[src/rtl/add_rs_if.sv]
// rtl/add_rs_if.sv - issue, CDB and dispatch signal bundle for the add/sub reservation station
interface add_rs_if #(
  parameter int DEPTH  = 3,
  parameter int DATA_W = 16,
  parameter int TAG_W  = 3,
  parameter int FUNC_W = 4
);
  localparam int OCC_W = $clog2(DEPTH + 1);

  logic              iss_valid;
  logic              iss_ready;
  logic [FUNC_W-1:0] iss_func;
  logic [TAG_W-1:0]  iss_rob;
  logic              iss_v1;
  logic              iss_v2;
  logic [DATA_W-1:0] iss_d1;
  logic [DATA_W-1:0] iss_d2;
  logic [TAG_W-1:0]  iss_q1;
  logic [TAG_W-1:0]  iss_q2;
  logic              cdb_valid;
  logic [TAG_W-1:0]  cdb_tag;
  logic [DATA_W-1:0] cdb_data;
  logic              flush;
  logic              disp_valid;
  logic              disp_ready;
  logic [FUNC_W-1:0] disp_func;
  logic [DATA_W-1:0] disp_a;
  logic [DATA_W-1:0] disp_b;
  logic [TAG_W-1:0]  disp_rob;
  logic [OCC_W-1:0]  occ;

  modport master (
    output iss_valid, iss_func, iss_rob, iss_v1, iss_v2, iss_d1, iss_d2, iss_q1, iss_q2,
    output cdb_valid, cdb_tag, cdb_data, flush, disp_ready,
    input  iss_ready, disp_valid, disp_func, disp_a, disp_b, disp_rob, occ
  );

  modport slave (
    input  iss_valid, iss_func, iss_rob, iss_v1, iss_v2, iss_d1, iss_d2, iss_q1, iss_q2,
    input  cdb_valid, cdb_tag, cdb_data, flush, disp_ready,
    output iss_ready, disp_valid, disp_func, disp_a, disp_b, disp_rob, occ
  );
endinterface

[src/rtl/add_rs_station.sv]
// rtl/add_rs_station.sv - add/sub reservation station with CDB snooping and oldest-ready dispatch
module add_rs_station #(
  parameter int DEPTH  = 3,
  parameter int DATA_W = 16,
  parameter int TAG_W  = 3,
  parameter int FUNC_W = 4
) (
  input  logic   clk1,
  input  logic   rst_n,
  add_rs_if.slave bus
);
  localparam int OCC_W = $clog2(DEPTH + 1);
  localparam int IDX_W = (DEPTH > 1) ? $clog2(DEPTH) : 1;

  logic [DEPTH-1:0]  busy, v1, v2;
  logic [FUNC_W-1:0] func [DEPTH];
  logic [TAG_W-1:0]  rob  [DEPTH];
  logic [DATA_W-1:0] d1   [DEPTH];
  logic [DATA_W-1:0] d2   [DEPTH];
  logic [TAG_W-1:0]  q1   [DEPTH];
  logic [TAG_W-1:0]  q2   [DEPTH];
  logic [OCC_W-1:0]  age  [DEPTH];
  logic [OCC_W-1:0]  occ;

  logic              sel_found;
  logic [IDX_W-1:0]  sel_idx;
  logic [OCC_W-1:0]  sel_age;
  logic [FUNC_W-1:0] sel_func;
  logic [DATA_W-1:0] sel_a, sel_b;
  logic [TAG_W-1:0]  sel_rob;
  logic [IDX_W-1:0]  free_idx;
  logic              accept, fire;
  logic              hit1, hit2, new_v1, new_v2;
  logic [DATA_W-1:0] new_d1, new_d2;
  logic [OCC_W-1:0]  new_age;

  // Age 0 is the oldest; the smallest age among ready entries wins.
  always_comb begin
    sel_found = 1'b0;
    sel_idx   = '0;
    sel_age   = '0;
    sel_func  = '0;
    sel_a     = '0;
    sel_b     = '0;
    sel_rob   = '0;
    for (int i = 0; i < DEPTH; i++) begin
      if (busy[i] && v1[i] && v2[i] && (!sel_found || age[i] < sel_age)) begin
        sel_found = 1'b1;
        sel_idx   = IDX_W'(i);
        sel_age   = age[i];
        sel_func  = func[i];
        sel_a     = d1[i];
        sel_b     = d2[i];
        sel_rob   = rob[i];
      end
    end
  end

  always_comb begin
    free_idx = '0;
    for (int i = DEPTH - 1; i >= 0; i--) begin
      if (!busy[i]) free_idx = IDX_W'(i);
    end
  end

  assign bus.iss_ready  = (occ < OCC_W'(DEPTH));
  assign bus.disp_valid = sel_found;
  assign bus.disp_func  = sel_func;
  assign bus.disp_a     = sel_a;
  assign bus.disp_b     = sel_b;
  assign bus.disp_rob   = sel_rob;
  assign bus.occ        = occ;

  assign accept  = bus.iss_valid && bus.iss_ready;
  assign fire    = sel_found && bus.disp_ready;
  // Operands arriving on the CDB in the issue cycle are captured on the way in.
  assign hit1    = !bus.iss_v1 && bus.cdb_valid && (bus.iss_q1 == bus.cdb_tag);
  assign hit2    = !bus.iss_v2 && bus.cdb_valid && (bus.iss_q2 == bus.cdb_tag);
  assign new_v1  = bus.iss_v1 || hit1;
  assign new_v2  = bus.iss_v2 || hit2;
  assign new_d1  = hit1 ? bus.cdb_data : bus.iss_d1;
  assign new_d2  = hit2 ? bus.cdb_data : bus.iss_d2;
  assign new_age = occ - OCC_W'(fire);

  always_ff @(posedge clk1) begin
    if (!rst_n || bus.flush) begin
      busy <= '0;
      v1   <= '0;
      v2   <= '0;
      occ  <= '0;
      for (int i = 0; i < DEPTH; i++) begin
        func[i] <= '0;
        rob[i]  <= '0;
        d1[i]   <= '0;
        d2[i]   <= '0;
        q1[i]   <= '0;
        q2[i]   <= '0;
        age[i]  <= '0;
      end
    end else begin
      for (int i = 0; i < DEPTH; i++) begin
        if (busy[i] && bus.cdb_valid) begin
          if (!v1[i] && q1[i] == bus.cdb_tag) begin
            v1[i] <= 1'b1;
            d1[i] <= bus.cdb_data;
          end
          if (!v2[i] && q2[i] == bus.cdb_tag) begin
            v2[i] <= 1'b1;
            d2[i] <= bus.cdb_data;
          end
        end
        if (fire && sel_idx == IDX_W'(i)) begin
          busy[i] <= 1'b0;
        end else if (fire && busy[i] && age[i] > sel_age) begin
          age[i] <= age[i] - 1'b1;
        end
        if (accept && free_idx == IDX_W'(i)) begin
          busy[i] <= 1'b1;
          func[i] <= bus.iss_func;
          rob[i]  <= bus.iss_rob;
          v1[i]   <= new_v1;
          d1[i]   <= new_d1;
          q1[i]   <= bus.iss_q1;
          v2[i]   <= new_v2;
          d2[i]   <= new_d2;
          q2[i]   <= bus.iss_q2;
          age[i]  <= new_age;
        end
      end
      occ <= occ + OCC_W'(accept) - OCC_W'(fire);
    end
  end
endmodule

[src/flat_wrapper.sv]
// flat-port wrapper written by rule: the top's interface ports become plain ports
module add_rs_station_flat 
#(
  parameter int DEPTH  = 3,
  parameter int DATA_W = 16,
  parameter int TAG_W  = 3,
  parameter int FUNC_W = 4
)
  (clk1, rst_n, bus_iss_valid, bus_iss_func, bus_iss_rob, bus_iss_v1, bus_iss_v2, bus_iss_d1, bus_iss_d2, bus_iss_q1, bus_iss_q2, bus_cdb_valid, bus_cdb_tag, bus_cdb_data, bus_flush, bus_disp_ready, bus_iss_ready, bus_disp_valid, bus_disp_func, bus_disp_a, bus_disp_b, bus_disp_rob, bus_occ);
  add_rs_if #(.DEPTH(DEPTH), .DATA_W(DATA_W), .TAG_W(TAG_W), .FUNC_W(FUNC_W)) bus_i ();
  input  logic clk1;
  input  logic rst_n;
  input wire logic [$bits(bus_i.iss_valid)-1:0] bus_iss_valid;
  input wire logic [$bits(bus_i.iss_func)-1:0] bus_iss_func;
  input wire logic [$bits(bus_i.iss_rob)-1:0] bus_iss_rob;
  input wire logic [$bits(bus_i.iss_v1)-1:0] bus_iss_v1;
  input wire logic [$bits(bus_i.iss_v2)-1:0] bus_iss_v2;
  input wire logic [$bits(bus_i.iss_d1)-1:0] bus_iss_d1;
  input wire logic [$bits(bus_i.iss_d2)-1:0] bus_iss_d2;
  input wire logic [$bits(bus_i.iss_q1)-1:0] bus_iss_q1;
  input wire logic [$bits(bus_i.iss_q2)-1:0] bus_iss_q2;
  input wire logic [$bits(bus_i.cdb_valid)-1:0] bus_cdb_valid;
  input wire logic [$bits(bus_i.cdb_tag)-1:0] bus_cdb_tag;
  input wire logic [$bits(bus_i.cdb_data)-1:0] bus_cdb_data;
  input wire logic [$bits(bus_i.flush)-1:0] bus_flush;
  input wire logic [$bits(bus_i.disp_ready)-1:0] bus_disp_ready;
  output wire logic [$bits(bus_i.iss_ready)-1:0] bus_iss_ready;
  output wire logic [$bits(bus_i.disp_valid)-1:0] bus_disp_valid;
  output wire logic [$bits(bus_i.disp_func)-1:0] bus_disp_func;
  output wire logic [$bits(bus_i.disp_a)-1:0] bus_disp_a;
  output wire logic [$bits(bus_i.disp_b)-1:0] bus_disp_b;
  output wire logic [$bits(bus_i.disp_rob)-1:0] bus_disp_rob;
  output wire logic [$bits(bus_i.occ)-1:0] bus_occ;
  assign bus_i.iss_valid = bus_iss_valid;
  assign bus_i.iss_func = bus_iss_func;
  assign bus_i.iss_rob = bus_iss_rob;
  assign bus_i.iss_v1 = bus_iss_v1;
  assign bus_i.iss_v2 = bus_iss_v2;
  assign bus_i.iss_d1 = bus_iss_d1;
  assign bus_i.iss_d2 = bus_iss_d2;
  assign bus_i.iss_q1 = bus_iss_q1;
  assign bus_i.iss_q2 = bus_iss_q2;
  assign bus_i.cdb_valid = bus_cdb_valid;
  assign bus_i.cdb_tag = bus_cdb_tag;
  assign bus_i.cdb_data = bus_cdb_data;
  assign bus_i.flush = bus_flush;
  assign bus_i.disp_ready = bus_disp_ready;
  assign bus_iss_ready = bus_i.iss_ready;
  assign bus_disp_valid = bus_i.disp_valid;
  assign bus_disp_func = bus_i.disp_func;
  assign bus_disp_a = bus_i.disp_a;
  assign bus_disp_b = bus_i.disp_b;
  assign bus_disp_rob = bus_i.disp_rob;
  assign bus_occ = bus_i.occ;
  add_rs_station #(.DEPTH(DEPTH), .DATA_W(DATA_W), .TAG_W(TAG_W), .FUNC_W(FUNC_W)) u_core (.clk1(clk1), .rst_n(rst_n), .bus(bus_i));
endmodule
[config.mk]
export PLATFORM = sky130hd
export DESIGN_NAME = add_rs_station_flat
export DESIGN_NICKNAME = d
export VERILOG_FILES = /design/src/rtl/add_rs_if.sv /design/src/rtl/add_rs_station.sv /design/src/flat_wrapper.sv
export SDC_FILE = /design/constraint.sdc
export NUM_CORES = 1
export LEC_CHECK = 0
export CAP_MARGIN = 10
export CORE_MARGIN = 2
export CORE_UTILIZATION = 60
export DETAILED_ROUTE_END_ITERATION = 10
export PLACE_DENSITY = 0.88
export SLEW_MARGIN = 20
export SYNTH_ARGS = -nofsm -noshare
export SYNTH_HDL_FRONTEND = slang
export SYNTH_SLANG_ARGS = --single-unit
[constraint.sdc]
create_clock -name clk1 -period 7.7 [get_ports clk1]
set_input_delay 1.155 -clock clk1 [delete_from_list [all_inputs] [get_ports clk1]]
set_output_delay 1.155 -clock clk1 [all_outputs]
set_load 0.02 [all_outputs]
After elaboration in Yosys (flattened, before gate mapping)
Memory sizes are Yosys's and may differ from the RTL's.
Index checks and enable logic that the tools add are counted.
{"block": "totals", "romBits": 0, "out_inout_bits": 43, "word_cells": 268, "latch_bits": 0, "ramBits": 141, "n_memories": 7, "register_bits": 11}
{"name": "u_core.d1", "words": 3, "word_bits": 16, "read_ports": 3, "rd_clocked_by_memory_dff": 0, "write_ports": 3, "line": "add_rs_station.sv:18", "rtl": "logic [DATA_W-1:0] d1 [DEPTH];"}
{"name": "u_core.d2", "words": 3, "word_bits": 16, "read_ports": 3, "rd_clocked_by_memory_dff": 0, "write_ports": 3, "line": "add_rs_station.sv:19", "rtl": "logic [DATA_W-1:0] d2 [DEPTH];"}
{"name": "u_core.func", "words": 3, "word_bits": 4, "read_ports": 3, "rd_clocked_by_memory_dff": 0, "write_ports": 3, "line": "add_rs_station.sv:16", "rtl": "logic [FUNC_W-1:0] func [DEPTH];"}
{"name": "u_core.q1", "words": 3, "word_bits": 3, "read_ports": 3, "rd_clocked_by_memory_dff": 0, "write_ports": 3, "line": "add_rs_station.sv:20", "rtl": "logic [TAG_W-1:0] q1 [DEPTH];"}
{"name": "u_core.q2", "words": 3, "word_bits": 3, "read_ports": 3, "rd_clocked_by_memory_dff": 0, "write_ports": 3, "line": "add_rs_station.sv:21", "rtl": "logic [TAG_W-1:0] q2 [DEPTH];"}
{"name": "u_core.rob", "words": 3, "word_bits": 3, "read_ports": 3, "rd_clocked_by_memory_dff": 0, "write_ports": 3, "line": "add_rs_station.sv:17", "rtl": "logic [TAG_W-1:0] rob [DEPTH];"}
{"name": "+1 memories"}
{"block": "op_classes", "magnitude_cmp": 6, "add_sub_neg": 6, "mux": 126, "n_div": 0, "shift": 0, "reduce_logical": 71, "bitwise_logic": 30, "n_mul": 0, "n_eq_ne": 12}
{"cell": "$mux W16", "count": 20}
{"cell": "$mux W1", "count": 75}
{"cell": "$mux W3", "count": 12}
{"cell": "$logic_and A1 B1 Y1", "count": 35}
{"cell": "$or A1 B1 Y1", "count": 30}
{"cell": "$mux W2", "count": 13}
{"cell": "$eq A3 B3 Y1", "count": 8}
{"cell": "$mux W4", "count": 6}
{"cell": "$reduce_bool A2 Y1", "count": 12}
{"cell": "$reduce_and A2 Y1", "count": 6}
{"cell": "$logic_not A1 Y1", "count": 11}
{"cell": "$gt A2 B2 Y1", "count": 3}
{"cell": "$sub A2 B1 Y2 const B", "count": 3}
{"cell": "$logic_or A1 B1 Y1", "count": 5}
{"cell": "$eq A2 B1 Y1 const B", "count": 2}
{"cell": "$eq A2 B2 Y1 const B", "count": 2}
{"cell": "$logic_not A2 Y1", "count": 2}
{"cell": "$lt A2 B2 Y1", "count": 2}
{"cell": "$sub A2 B1 Y2", "count": 2}
{"cell": "$add A2 B1 Y2", "count": 1}
{"cell": "$lt A2 B2 Y1 const B", "count": 1}

Depth between registers and ports, before layout
{"block": "depth", "depth_word": 20, "mapped_depth": 19}

Least setup slack after synthesis
No wires, ideal clock.
{"block": "synth_timing", "kind": "flip-flop to output port", "startpoint": "register u_core.v1[0]", "endpoint": "output port bus_disp_b[10]", "stages_incl_launch_ff": 14, "slack_ps": 3788, "t_arrival_ps": 2757, "path_buffers": 3, "t_required_ps": 6545, "cell_sequence": "dfxtp_1 > and3_1 > clkbuf_1 > nand2_1 > ha_1 > and4b_1 > o21a_1 > nor2_1 > o31ai_2 > a21o_1 > buf_6 > buf_6 > nor2_1 > a31oi_1"}
{"block": "synth_between", "elab_chain_cells": 11, "word_cells_on_any_way": 17, "cone_classes": "order compare (2); mux (7); reduce/logical (8)"}
{"item": "start: declaration", "line": "add_rs_station.sv:15", "rtl": "logic [DEPTH-1:0] busy, v1, v2;"}
{"item": "start signal: indexed assignment", "line": "add_rs_station.sv:121", "rtl": "v1[i] <= new_v1;"}
{"item": "$logic_and A1 B1 Y1 (*) (2 in series)", "line": "add_rs_station.sv:47", "rtl": "if (busy[i] && v1[i] && v2[i] && (!sel_found || age[i] < sel_age)) begin"}
{"item": "$mux W2 or $mux W1 (tied branches)", "line": "add_rs_station.sv:47"}
{"item": "$lt A2 B2 Y1 or $logic_not A1 Y1 (tied branches)", "line": "add_rs_station.sv:47"}
{"item": "$logic_or A1 B1 Y1", "line": "add_rs_station.sv:47"}
{"item": "$logic_and A1 B1 Y1", "line": "add_rs_station.sv:47"}
{"item": "$mux W2 or $mux W1 (tied branches)", "line": "add_rs_station.sv:47"}
{"item": "$lt A2 B2 Y1 or $logic_not A1 Y1 (tied branches)", "line": "add_rs_station.sv:47"}
{"item": "$logic_or A1 B1 Y1", "line": "add_rs_station.sv:47"}
{"item": "$logic_and A1 B1 Y1", "line": "add_rs_station.sv:47"}
{"item": "$mux W16 (*)", "line": "add_rs_station.sv:47"}
{"item": "end: declaration", "line": "flat_wrapper.sv:31", "rtl": "output wire logic [$bits(bus_i.disp_b)-1:0] bus_disp_b;"}
Every way passes the cells marked *; elsewhere a longest branch is shown, timed or not.

Final worst setup path
{"block": "layout_timing", "startpoint": "register u_core.busy[0]", "endpoint": "output port bus_disp_a[1]"}
{"block": "layout_between", "elab_chain_cells": 11, "word_cells_on_any_way": 17, "cone_classes": "order compare (2); mux (7); reduce/logical (8)"}
{"item": "start: declaration", "line": "add_rs_station.sv:15"}
{"item": "start signal: assignment", "line": "add_rs_station.sv:87", "rtl": "busy <= '0;"}
{"item": "start signal: indexed assignment", "line": "add_rs_station.sv:113", "rtl": "busy[i] <= 1'b0;"}
{"item": "start signal: indexed assignment", "line": "add_rs_station.sv:118", "rtl": "busy[i] <= 1'b1;"}
{"item": "$logic_and A1 B1 Y1 (*) (2 in series)", "line": "add_rs_station.sv:47"}
{"item": "$mux W2 or $mux W1 (tied branches)", "line": "add_rs_station.sv:47"}
{"item": "$lt A2 B2 Y1 or $logic_not A1 Y1 (tied branches)", "line": "add_rs_station.sv:47"}
{"item": "$logic_or A1 B1 Y1", "line": "add_rs_station.sv:47"}
{"item": "$logic_and A1 B1 Y1", "line": "add_rs_station.sv:47"}
{"item": "$mux W2 or $mux W1 (tied branches)", "line": "add_rs_station.sv:47"}
{"item": "$lt A2 B2 Y1 or $logic_not A1 Y1 (tied branches)", "line": "add_rs_station.sv:47"}
{"item": "$logic_or A1 B1 Y1", "line": "add_rs_station.sv:47"}
{"item": "$logic_and A1 B1 Y1", "line": "add_rs_station.sv:47"}
{"item": "$mux W16 (*)", "line": "add_rs_station.sv:47"}
{"item": "end: declaration", "line": "flat_wrapper.sv:30", "rtl": "output wire logic [$bits(bus_i.disp_a)-1:0] bus_disp_a;"}
Marked as above.

==> out/qor.yml <==
run_status:
  status: "finished clean"
timing:
  finalCritPeriodShare_pct: 88.17
  drv_slew: 0
  min_period_ns: 6.789
  finalSetupViolCount: 0
  hold_viol: 0
  final.setup_skew_ns: 0.008601
  tns_ns: 0
  rsz0062_at_grt: "no"
  fmax_ghz: 0.1473
  worst_pin_slew_ns: 1.108
  relSlewSlack_pct: 26.15
yosys:
  yosysWarningCount: 0
  yosys.area.top_type: "edfxtp_1"
  synth_edf_count: 141
  netlist_area_um2: 8127
  async_reset_ff_share_pct: 0
  yosysSeqAreaShare_pct: 54.81
  yosysMostFrequentCell: "edfxtp_1"
  synth_top_area_share_pct: 52.10
  synth_common_cells: "141 x edfxtp_1, 124 x nor2_1, 74 x nand2_1"
  ys_seq_elements: 152
  synth.avg_cell_area_um2: 10.85
  synth_cell_types: 55
  synth_ff_type: "edfxtp_1"
  synth_cells: 749
  synthesis.nets: 829
  synth_area_leaders: "edfxtp_1 52%, mux2i_1 8.0%, nor2_1 5.7%, a22o_1 3.4%, nand2_1 3.4%"
route:
  wl_per_cell_um: 21.08
  num_vias: 6634
  finalWirelength_um: 21760
  via_per_inst: 6.428
  drt_iter0_drc: 980
  drc_errors: 0
  first_pass_iters: 8
  ant_nets: 0
worst_setup_path:
  r2r_slack_ns: 2.15
  path_class: "reg -> out"
  end_kind: "output pin"
  cp.required_ns: 6.55
  r2r_start: "u_core.busy[0]$_SDFFE_PN0P_"
  reg2regPathDepth: 17
  crit_fanout: 56
  cp_slowest_cell: "a21o_2"
  slowest_delay_ns: 0.88
  cp_common_cell: "buf_4"
  start_kind: "register"
  path_cells: "and3_1 -> buf_4 -> nand2_1 -> ha_1 -> inv_1 -> o21ai_2 -> buf_4 -> a21oi_1 -> o31ai_2 -> a21o_2 -> buf_4 -> nor2_1 -> a31oi_1 -> clkdlybuf4s50_1"
  crit_arrival_ns: 5.63
  reg2reg_to: "u_core.age[2][0]$_DFFE_PP_"
floorplan:
  die_h_um: 120.4
  rows: 42
  core_um2: 13240
  die_x_um: 120.4
  start_util_pct: 61.37
  die-area_um2: 14490
  ioPinCount: 115
worst_hold_path:
  min_path_cells: 2
  min_to: "u_core.v1[2]$_SDFFE_PN0P_"
  hold_class: "reg -> reg"
  hp-start: "u_core.v1[2]$_SDFFE_PN0P_"
place:
  portBuffers: 114
  place_congestion: 0.9133
  placed_cell_area_um2: 9275
  dpl.hpwl_um: 14520
clock_network:
  clock_sinks: 152
  clock_latency_ns: 0.44
  root_buffer: "clkbuf_16"
  cts_inserted_buffers: 17
  cts_setup_buffers: 0
  clockBufferDepth: 2
  cts_resized: 0
  cts.reportedPaths.clkPinSlew_ns: 0.06
  cts_tree: "built"
  htreeDepth: 4
  cts_hold_buf: 0
layout:
  fin_area_um2: 9824
  antenna_cells: 0
  fin_util_pct: 74.19
  nNetsFinal: 923
  area_growth_pct: 20.89
  fill_cells: 896
  drive_gt1_share_pct: 7.243
global_route:
  grt_usage_pct: 30.95
  grt_max_degree: 57
  grt_overflow: 0
  grt_first_pass_wirelength_um: 33980
  grt_pass1_vias: 6332
  antenna_found_initial: 0
power:
  p_leak_nw: 3.818
  ir_drop_v: 0.0001886
  power.density_nw_per_um2: 195.1
  totalPowerFinal_mw: 1.917
flow_run:
  cap_viol_max_count: 0
[kinds of logic after synthesis]
group | synth area share, %
and+or+nand+nor | 17.01
DFF | 54.81
AOI/OAI and AO/OA | 11.89
muxes | 8.006
buffers and inverters | 3.926
xor gates and xnor gates | 3.125
adders and majority gates | 1.232
[worst max path at each step]
stage	startpoint	end	slack, ns	depth (start not counted)
CTS	u_core.busy[0]$_SDFFE_PN0P_	bus_disp_a[1]	0.93	14
global route	u_core.busy[0]$_SDFFE_PN0P_	bus_disp_a[1]	0.57	14
global placement	u_core.busy[0]$_SDFFE_PN0P_	bus_disp_a[1]	1.60	14
detailed placement	u_core.busy[0]$_SDFFE_PN0P_	bus_disp_a[1]	1.41	14
floorplan	u_core.v1[0]$_SDFFE_PN0P_	bus_disp_b[10]	3.79	13
finish	u_core.busy[0]$_SDFFE_PN0P_	bus_disp_a[1]	0.91	14
[power by group]
part,internal [mW],switching (mW)
Combinational,0.0728,0.0962
Sequential,0.957,0.0224
Clock,0.438,0.330
[metal layers]
layer / GRT usage (%) / share of wire [%]
met1: 41.42 / 38
met2: 48.94 / 49
met3: 6.792 / 10
met4: 13.37 / 3.1
met5: 0 / 0
[layout make-up]
class | instances | area [µm²] | area share (%)
multi-input combinational | 538 | 3362 | 34.22
inverter | 12 | 45.04 | 0.4585
clock buffer | 18 | 429.2 | 4.368
sequential | 152 | 4454 | 45.34
timing repair buffer | 122 | 1205 | 12.26
tap | 176 | 220.2 | 2.241
clock inverter | 14 | 108.9 | 1.108
[critical path: cells and delay by family (launching register included)]
family	cells	cell delay [ns]
compound gates	5	1.78
buf+inv	5	2.00
flops	1	0.56
simple gates	3	0.51
fa+ha+maj	1	0.35
[layout by cell type, fill, tap and decap left out, types with 3 or more instances in the layout]
cell type,Yosys,routed
edfxtp_1,141,141
nor2_1,124,124
clkdlybuf4s50_1,0,114
nand2_1,74,74
mux2i_1,65,65
nand3_1,48,48
a31oi_1,40,40
a22o_1,32,32
a21oi_1,23,23
clkbuf_16,0,17
xnor2_1,16,16
and3_1,16,16
xor2_1,13,13
inv_1,11,11
dfxtp_1,11,11
o21ai_0,8,8
ha_1,8,8
buf_4,4,7
nor3_1,6,6
o21ai_2,3,5
clkinv_1,0,5
a211oi_1,4,4
nand3b_1,3,3
nor2b_1,3,3
nand2b_1,3,3
nor4_2,3,3
o2111ai_1,3,3
o31ai_1,3,3
or3_1,3,3
clkinv_4,0,3
[state kept, by name, summed over array words and instances, names as in the netlist]
signal and count:
u_core.rob 9, u_core.q1 9, u_core.func 12, u_core.v2 3, u_core.q2 9, u_core.bus.occ 2, u_core.d1 48, u_core.d2 48
u_core.v1 3, u_core.busy 3, u_core.age 6
[through the flow]
step	std cells	setup WS (ns)	hold WS [ns]
after detailed placement	999	1.406	0.5326
after CTS	1031	0.9256	0.5381
after global placement	999	1.602	0.5233
final	1032	0.9106	0.5448
after global routing	1032	0.5691	0.5880
after floorplan	749	3.788	0.4997
Note: power is estimated with default switching activity, not from simulation.
